===== config.mk =====
export PLATFORM = sky130hd
export DESIGN_NAME = repetition_codeword_deserializer
export DESIGN_NICKNAME = d
export VERILOG_FILES = /design/src/rtl/repetition_ecc_pkg.sv /design/src/rtl/sat_counter.sv /design/src/rtl/repetition_codeword_deserializer.sv
export SDC_FILE = /design/constraint.sdc
export NUM_CORES = 1
export LEC_CHECK = 0
export ABC_AREA = 0
export CAP_MARGIN = 10
export CORE_UTILIZATION = 54
export DETAILED_ROUTE_END_ITERATION = 8
export GPL_TIMING_DRIVEN = 0
export PLACE_DENSITY = 0.76
export SLEW_MARGIN = 5
export SYNTH_ARGS = -nofsm -noshare
export SYNTH_HDL_FRONTEND = slang
export SYNTH_SLANG_ARGS = --single-unit

===== constraint.sdc =====
create_clock -name clk -period 2.82 [get_ports clk]
set_input_delay 0.564 -clock clk [delete_from_list [all_inputs] [get_ports clk]]
set_output_delay 0.564 -clock clk [all_outputs]
set_load 0.01 [all_outputs]

===== src/rtl/repetition_ecc_pkg.sv =====
// Shared definitions for the repetition ECC receive path: default geometry,
// codeword/counter width helpers and the deserializer state type.
package repetition_ecc_pkg;

   localparam int DEFAULT_DATA_WIDTH        = 8;
   localparam int DEFAULT_REPETITION_FACTOR = 3;

   typedef enum logic {
      IDLE  = 1'b0,
      SHIFT = 1'b1
   } state_t;

   function automatic int cw_width(input int data_width, input int repetition_factor);
      return data_width * repetition_factor;
   endfunction

   // Wide enough to count 0..CW inclusive
   function automatic int cnt_width(input int cw);
      return $clog2(cw + 1);
   endfunction

endpackage


===== src/rtl/sat_counter.sv =====
// Saturating up-counter with synchronous clear; clear takes priority over inc.
module sat_counter #(
   parameter int WIDTH = 16
) (
   input  logic             clk,
   input  logic             rst_n,
   input  logic             inc,
   input  logic             clear,
   output logic [WIDTH-1:0] count
);

   always_ff @(posedge clk or negedge rst_n) begin
      if (!rst_n) begin
         count <= '0;
      end else if (clear) begin
         count <= '0;
      end else if (inc && (count != {WIDTH{1'b1}})) begin
         count <= count + 1'b1;
      end
   end

endmodule


===== src/rtl/repetition_codeword_deserializer.sv =====
// Assembles a framed serial bit stream into repetition codewords and holds
// each one in a single-entry valid/ready register for the ECC decoder.
module repetition_codeword_deserializer
   import repetition_ecc_pkg::*;
#(
   parameter int DATA_WIDTH        = DEFAULT_DATA_WIDTH,
   parameter int REPETITION_FACTOR = DEFAULT_REPETITION_FACTOR
) (
   input  logic                                  clk,
   input  logic                                  rst_n,
   input  logic                                  bit_in,
   input  logic                                  bit_valid,
   input  logic                                  sof,
   input  logic                                  clear_stats,
   output logic [DATA_WIDTH*REPETITION_FACTOR-1:0] codeword_out,
   output logic                                  cw_valid,
   input  logic                                  cw_ready,
   output logic                                  busy,
   output logic                                  abort,
   output logic                                  overflow,
   output logic [15:0]                           frame_count
);

   localparam int CW    = cw_width(DATA_WIDTH, REPETITION_FACTOR);
   localparam int CNT_W = cnt_width(CW);

   state_t           state;
   logic [CNT_W-1:0] cnt;
   logic [CW-1:0]    shift_reg;
   logic             last_bit;
   logic             complete;
   logic             consume;
   logic             load;
   logic             drop;

   // A final bit carrying sof restarts the frame instead of completing it
   assign last_bit = (cnt == CNT_W'(CW - 1));
   assign complete = (state == SHIFT) && bit_valid && !sof && last_bit;
   assign consume  = cw_valid && cw_ready;
   assign load     = complete && (!cw_valid || cw_ready);
   assign drop     = complete && cw_valid && !cw_ready;
   assign busy     = (state == SHIFT);

   always_ff @(posedge clk or negedge rst_n) begin
      if (!rst_n) begin
         state     <= IDLE;
         cnt       <= '0;
         shift_reg <= '0;
         abort     <= 1'b0;
      end else begin
         abort <= 1'b0;
         if (bit_valid) begin
            unique case (state)
               IDLE: begin
                  if (sof) begin
                     shift_reg[0] <= bit_in;
                     cnt          <= CNT_W'(1);
                     state        <= SHIFT;
                  end
               end
               SHIFT: begin
                  if (sof) begin
                     abort        <= 1'b1;
                     shift_reg[0] <= bit_in;
                     cnt          <= CNT_W'(1);
                  end else begin
                     for (int i = 0; i < CW; i++) begin
                        if (cnt == CNT_W'(i)) shift_reg[i] <= bit_in;
                     end
                     if (last_bit) begin
                        cnt   <= '0;
                        state <= IDLE;
                     end else begin
                        cnt <= cnt + 1'b1;
                     end
                  end
               end
            endcase
         end
      end
   end

   // The completing bit is merged directly so the codeword is ready one edge after it
   always_ff @(posedge clk or negedge rst_n) begin
      if (!rst_n) begin
         codeword_out <= '0;
         cw_valid     <= 1'b0;
         overflow     <= 1'b0;
      end else begin
         if (load) begin
            codeword_out <= {bit_in, shift_reg[CW-2:0]};
            cw_valid     <= 1'b1;
         end else if (consume) begin
            cw_valid <= 1'b0;
         end
         if (drop) begin
            overflow <= 1'b1;
         end else if (clear_stats) begin
            overflow <= 1'b0;
         end
      end
   end

   sat_counter #(
      .WIDTH(16)
   ) u_frame_count (
      .clk  (clk),
      .rst_n(rst_n),
      .inc  (load),
      .clear(clear_stats),
      .count(frame_count)
   );

endmodule


==> results by group, run 1 <==
Logic synthesis
  – Synth cell types: 37
  – Synth Flop Type: dfrtp_1
  – Post-synthesis sequential area ratio: 0.529
  – Post-synth EDFFs: 0
  – Mapped Cells: 347
  – Yosys reg bits: 72
  – Mapped Avg Cell Area: 9.81 sq um
  – Post-synth top area share: 0.529
  – Synthesized area: 3410 sq um
  – Post-Syn Nets: 360
  – Yosys warning total: 0
  – Share of synthesized registers carrying an async set or reset: 1.00
  – Top cell type by total area after synthesis: dfrtp_1
  – Largest cells by area after synthesis: dfrtp_1 53%, nand2_1 11%, mux2_2 8.9%, ha_1 2.2%, a21oi_1 1.8%

Clock network
  – Postcts setup bufs: 0
  – Clock Sinks: 72
  – CTS Root Cell: clkbuf_8
  – Clock slew at reported path FFs: 0.08 ns
  – TritonCTS buffer count: 9
  – Hold buffer count at cts: 0
  – Clk buf depth: 2
  – Worst-Skew Late Latency: 0.35 ns
  – CTS tree: done
  – Post-CTS Resized: 0
  – H-tree Lvls: 3

GRT
  – Gr ovfl total: 0
  – Vias in the first global route: 2723
  – Global Route Usage Sum: 0.255
  – Initial antenna violation count: 0
  – Largest net degree at the start of global routing: 51
  – First-pass GRT wire length: 12.7 mm

Worst setup path
  – R2r startpoint: cnt[1]
  – CP startpoint kind: register
  – FF-to-FF path depth: 7
  – CP required: 3.05 ns
  – CP max stage cell: dfrtp_1
  – Buf/Inv on CP: 2
  – Setup CP Type: reg2reg
  – CP Depth: 7
  – Crit. End Element: register
  – Critical path, cell by cell: ha_1 -> and3b_1 -> buf_6 -> nand4_4 -> buf_2 -> nor4_1 -> mux2_2
  – FF-to-FF setup slack: 0.53 ns
  – Crit path DAT: 2.51 ns
  – Worst-path fanout max: 10
  – Family with the most delay on the worst path: simple AND/OR/NAND/NOR gates
  – CP max stage delay: 0.43 ns
  – Worst r2r dst: u_frame_count.count[11]

Finish
  – Multi-input gate area: 1470 sq um
  – Share of cells above drive strength 1: 0.143
  – Area grow syn2layout: 24.9%
  – Most common cell after layout, fill and taps aside: nand2_1
  – # diodes: 0
  – Utilization after layout: 0.710
  – Fill cells: 466
  – Largest register FFs: 24
  – Sequential Area: 1800 sq um
  – Most frequent cells in the layout: 104 x nand2_1, 72 x dfrtp_1, 49 x clkdlybuf4s50_1
  – # nets final: 422

Routing
  – First-iteration detailed-routing DRC count: 143
  – Vias per cell: 5.67
  – Total wire length: 7.38 mm
  – First drt pass iteration count: 4
  – Wire length per cell: 15.1 um
  – M1 wire length: 3.32 mm
  – WL met2: 3.64 mm
  – Uppermost routed layer: met4
  – Antenna violation net count after detailed routing: 0
  – Met3 wire len: 284 um
  – Via count: 2771
  – Drc violations: 0

Pwr
  – Pwr/cell area: 523 nW/um^2
  – Leak pwr: 1.97 nW
  – Max IR drop VDD: 0.000407 V

Timing
  – Final setup vio count: 0
  – Fin. Hold Viols: 0
  – Worst Max-Slew Pin Slew: 0.486 ns
  – RSZ-0062 raised after global routing: no
  – Final worst slack: 0.532 ns
  – Slew Limit Fails: 0
  – Max Fclk: 0.437 GHz
  – Relative slew margins: 0.673
  – Final worst path period share: 0.811
  – Worst Skew: 0.0123 ns
  – Final min period: 2.29 ns

Placement
  – Dpl ws: 0.209 ns
  – Port Buffers: 50
  – Routability cong.: 0.854
  – Hpwl dp: 5.20 mm

Min path
  – Worst hold path type: in2async

Floorplan
  – Die W: 81.4 um
  – Die ar.: 6630 sq um
  – Die Y: 81.4 um
  – Core area: 5990 sq um
  – Starting density of the core: 0.569
  – Ports: 51
  – Rows: 28

Status
  – Status: completed

Run
  – Max_cap viols: 0
[kinds of logic (layout without fill, tap and decap cells)]
kind of cell,count (synthesis),count (layout),synth area share
AND/OR/NAND/NOR,178,178,0.251
flip-flops,72,72,0.529
AO/OA/AOI/OAI,36,36,0.0654
multiplexers,28,28,0.0926
buffers and inverters,27,94,0.0397
adder cells (fa/ha/maj),6,6,0.0220
[cells in the mapped netlist (all sizes together) (5+ instances only)]
| library cell | instances |
|---|---|
| dfrtp | 72 |
| buf | 15 |
| nand3 | 11 |
| nor2 | 13 |
| ha | 6 |
| mux2 | 28 |
| a21oi | 12 |
| or4 | 8 |
| o21ai | 9 |
| nor4 | 6 |
| clkbuf | 7 |
| nand4 | 7 |
| inv | 5 |
| nor2b | 6 |
| o31ai | 7 |
| nand2 | 104 |
[how the worst max path moves through the flow]
stage | start | end
6_report | cnt[1] | u_frame_count.count[11]
5_1_grt | cnt[1] | u_frame_count.count[11]
4_1_cts | cnt[1] | u_frame_count.count[11]
3_5_place_dp | bit_valid | u_frame_count.count[11]
3_3_place_gp | rst_n | codeword_out[7]
2_1_floorplan | cnt[0] | u_frame_count.count[11]
[report_power, final]
part / switching [mW] / internal (mW)
Combinational: 0.0948 / 0.0777
Sequential: 0.0305 / 1.09
Clock: 0.390 / 0.545
[per-stage QoR]
stage / setup TNS (ns) / power, mW / cells / hold slack [ns] / area (sq um)
floorplan: 0 / 1.23 / 347 / 0.268 / 3410
global placement: -90.85 / 1.30 / 472 / 0.445 / 4000
detailed placement: 0 / 1.31 / 473 / 0.451 / 4030
CTS: 0 / 2.23 / 489 / 0.116 / 4260
global route: 0 / 2.30 / 489 / 0.130 / 4260
finish: 0 / 2.22 / 489 / 0.107 / 4260
[metal layers]
metal  global-route usage  vias up
met5                    0        -
met4                0.114        0
met3               0.0400       13
met2                0.430       73
met1                0.325     1359
li1                     -     1326
[cell type report]
| cell class | instances | area share |
|---|---|---|
| clock buffers | 11 | 0.0356 |
| well taps | 75 | 0.0221 |
| multi-input cells | 248 | 0.345 |
| flip-flops and latches | 72 | 0.423 |
| repair buffers | 51 | 0.123 |
| inverters | 5 | 0.00441 |
| plain buffers | 22 | 0.0273 |
| clock inverters | 5 | 0.0185 |
Power figures use the tool's default switching activity.
==> inputs of run 2 (changes only) <==
--- a/config.mk
+++ b/config.mk
@@ -7,10 +7,10 @@
 export LEC_CHECK = 0
 export ABC_AREA = 0
 export CAP_MARGIN = 10
-export CORE_UTILIZATION = 54
+export CORE_UTILIZATION = 49
 export DETAILED_ROUTE_END_ITERATION = 8
 export GPL_TIMING_DRIVEN = 0
-export PLACE_DENSITY = 0.76
+export PLACE_DENSITY = 0.72
 export SLEW_MARGIN = 5
 export SYNTH_ARGS = -nofsm -noshare
 export SYNTH_HDL_FRONTEND = slang
==> constraint.sdc (replaced) <==
create_clock -name clk -period 2.1 [get_ports clk]
set_input_delay 0.42 -clock clk [delete_from_list [all_inputs] [get_ports clk]]
set_output_delay 0.42 -clock clk [all_outputs]
set_load 0.01 [all_outputs]
==> run 2 against run 1 <==
  * Final cell count increased by 1.4%
  * Power increased by 37%
  * Setup slack got worse by 0.46 ns
  * Routed wire length increased by 0.45%
  * Non-clock buffer count increased by 2
  * Sequential share of layout area decreased by 0.65 points
  * Die area increased by 10%
  * Global-route usage decreased by 4.3 points
  * Combinational power increased by 38%
  * Critical endpoint unchanged
  * Highest routed layer unchanged
==> results by group, run 2 (same netlist as run 1, synthesis figures left out) <==
Pwr
  – Switching share of power: 0.227
  – Pint: 2.36 mW
  – Clock power frac: 0.429
  – Switching power: 0.690 mW
  – Pwr/cell area: 704 nW/um^2
  – Combinational share of power: 0.078
  – Max IR drop VDD: 0.000604 V
  – Leak pwr: 1.98 nW
  – Sequential share of power: 0.493
  – Pwr Total: 3.05 mW

GRT
  – Global routing usage on met2: 0.337
  – Global Route Usage Sum: 0.212
  – Initial antenna violation count: 0
  – GRT busiest layer: met2
  – Met3 usage in global routing: 0.0321
  – Largest net degree at the start of global routing: 48
  – Vias in the first global route: 2695
  – Global Route met1 Usage: 0.274
  – Gr ovfl total: 0
  – First-pass GRT wire length: 12.1 mm

Worst setup path
  – R2r startpoint: cnt[0]
  – Worst-path fanout max: 10
  – FF-to-FF setup slack: 0.11 ns
  – Setup CP Type: in2reg
  – CP required: 2.34 ns
  – Worst r2r dst: u_frame_count.count[11]
  – Crit. End Element: register
  – Crit path DAT: 2.26 ns
  – CP max stage delay: 0.53 ns
  – CP max stage cell: clkdlybuf4s50_1
  – Critical path, cell by cell: clkdlybuf4s50_1 -> and3b_1 -> clkbuf_4 -> nand4_4 -> buf_4 -> nor4_2 -> mux2_2
  – CP startpoint kind: input pin
  – FF-to-FF path depth: 7

Clock network
  – Worst-Skew Late Latency: 0.35 ns
  – TritonCTS buffer count: 9
  – CTS Root Cell: clkbuf_8
  – Clk buf depth: 2
  – H-tree Lvls: 3
  – Clock Sinks: 72
  – CTS tree: done
  – Clock slew at reported path FFs: 0.07 ns

Status
  – Status: completed

Floorplan
  – Ports: 51
  – Starting density of the core: 0.504
  – Core area: 6760 sq um
  – Rows: 30
  – Die ar.: 7290 sq um
  – Die Y: 85.4 um
  – Die W: 85.4 um

Min path
  – Hold Crit Depth: 2
  – Worst hold path type: reg2reg
  – Hold_sp: shift_reg[0]
  – Worst Hold Path EP: codeword_out[0]

Routing
  – Total wire length: 7.42 mm
  – First drt pass iteration count: 5
  – Antenna violation net count after detailed routing: 0
  – Wire length per cell: 14.9 um
  – Vias per cell: 5.61
  – Drc violations: 0
  – First-iteration detailed-routing DRC count: 168
  – Via count: 2784

Finish
  – Utilization after layout: 0.641
  – Most common cell after layout, fill and taps aside: nand2_1
  – Most frequent cells in the layout: 104 x nand2_1, 70 x dfrtp_1, 49 x clkdlybuf4s50_1
  – Share of cells above drive strength 1: 0.159
  – Largest register FFs: 24
  – # nets final: 424
  – Finished layout cell area: 4330 sq um
  – # diodes: 0
  – Fill cells: 553
  – Area grow syn2layout: 27.1%

Timing
  – Final worst path period share: 0.964
  – Fin. Hold Viols: 0
  – WHS: 0.466 ns
  – Worst Skew: 0.00519 ns
  – Slew Limit Fails: 0
  – Max Fclk: 0.494 GHz
  – Worst Max-Slew Pin Slew: 0.477 ns
  – Total negative slack: 0 ns
  – Final min period: 2.02 ns
  – Relative slew margins: 0.682
  – Final setup vio count: 0

Placement
  – Post-DP Area: 4030 sq um
  – Hpwl dp: 5.06 mm
  – Port Buffers: 50
  – Routability cong.: 0.863

Run
  – Max_cap viols: 0
==> run 2: changes by cell type in the layout (fill, tap and decap cells not counted), moves of 2 or more <==
cell / delta
buf_2: -2
buf_4: +2
clkbuf_8: -2
dfrtp_1: -2
dfrtp_2: +2
nor4_1: -2
nor4_2: +2
==> run 2: layout make-up <==
type	count	area, sq um	area share
Sequential cell	72	1800	0.417
Multi-Input combinational cell	248	1510	0.348
Timing Repair Buffer	53	543	0.125
Clock buffer	10	128	0.0295
Buffer	22	121	0.0280
Clock inverter	6	108	0.0249
Tap cell	80	100	0.0231
Inverter	5	18.8	0.00434
==> run 2: what timing repair did <==
| item | CTS | global route |
|---|---|---|
| hold buffers | 1 | 0 |
| setup endpoints to repair | 6 | 12 |
| hold endpoints to repair | 25 | 0 |
| gates resized for setup | 3 | 8 |
| setup buffers | 0 | 1 |
==> run 2: metal layers <==
| metal | vias up | wire (um) |
|---|---|---|
| li1 | 1321 | - |
| met1 | 1346 | 3340 |
| met2 | 99 | 3530 |
| met3 | 18 | 367 |
| met4 | 0 | 184 |
| met5 | - | 0 |
==> run 2: how the worst max path moves through the flow <==
stage	from	slack, ns	cells after the start	endpoint
finish	bit_valid	0.08	7	u_frame_count.count[11]
global route	bit_valid	-0.005	7	u_frame_count.count[5]
CTS	cnt[0]	0.009	7	u_frame_count.count[11]
detailed placement	bit_valid	-0.38	7	u_frame_count.count[11]
global placement	rst_n	-1.85	1	codeword_out[8]
floorplan	cnt[0]	0.15	7	u_frame_count.count[11]
==> run 2: power by group through the flow <==
stage	Sequential (mW)	Clock [mW]	Combinational [mW]
4_1_cts	1.50	1.34	0.236
5_1_grt	1.51	1.38	0.262
6_report	1.50	1.31	0.237
3_5_place_dp	1.53	0	0.231
2_1_floorplan	1.51	0	0.143
3_3_place_gp	1.52	0	0.217
==> run 2: worst max-delay path: cells and delay by family <==
kind          cells  cell delay, ns
mux               1            0.36
simple gates      3            0.56
buf+inv           3            0.91
==> run 2: metrics by stage <==
stage                     instances  worst slack [ns]
after floorplan                 347             0.152
after global placement          477             -1.85
after detailed placement        478            -0.379
after CTS                       495           0.00917
after global routing            496          -0.00497
final                           496            0.0757
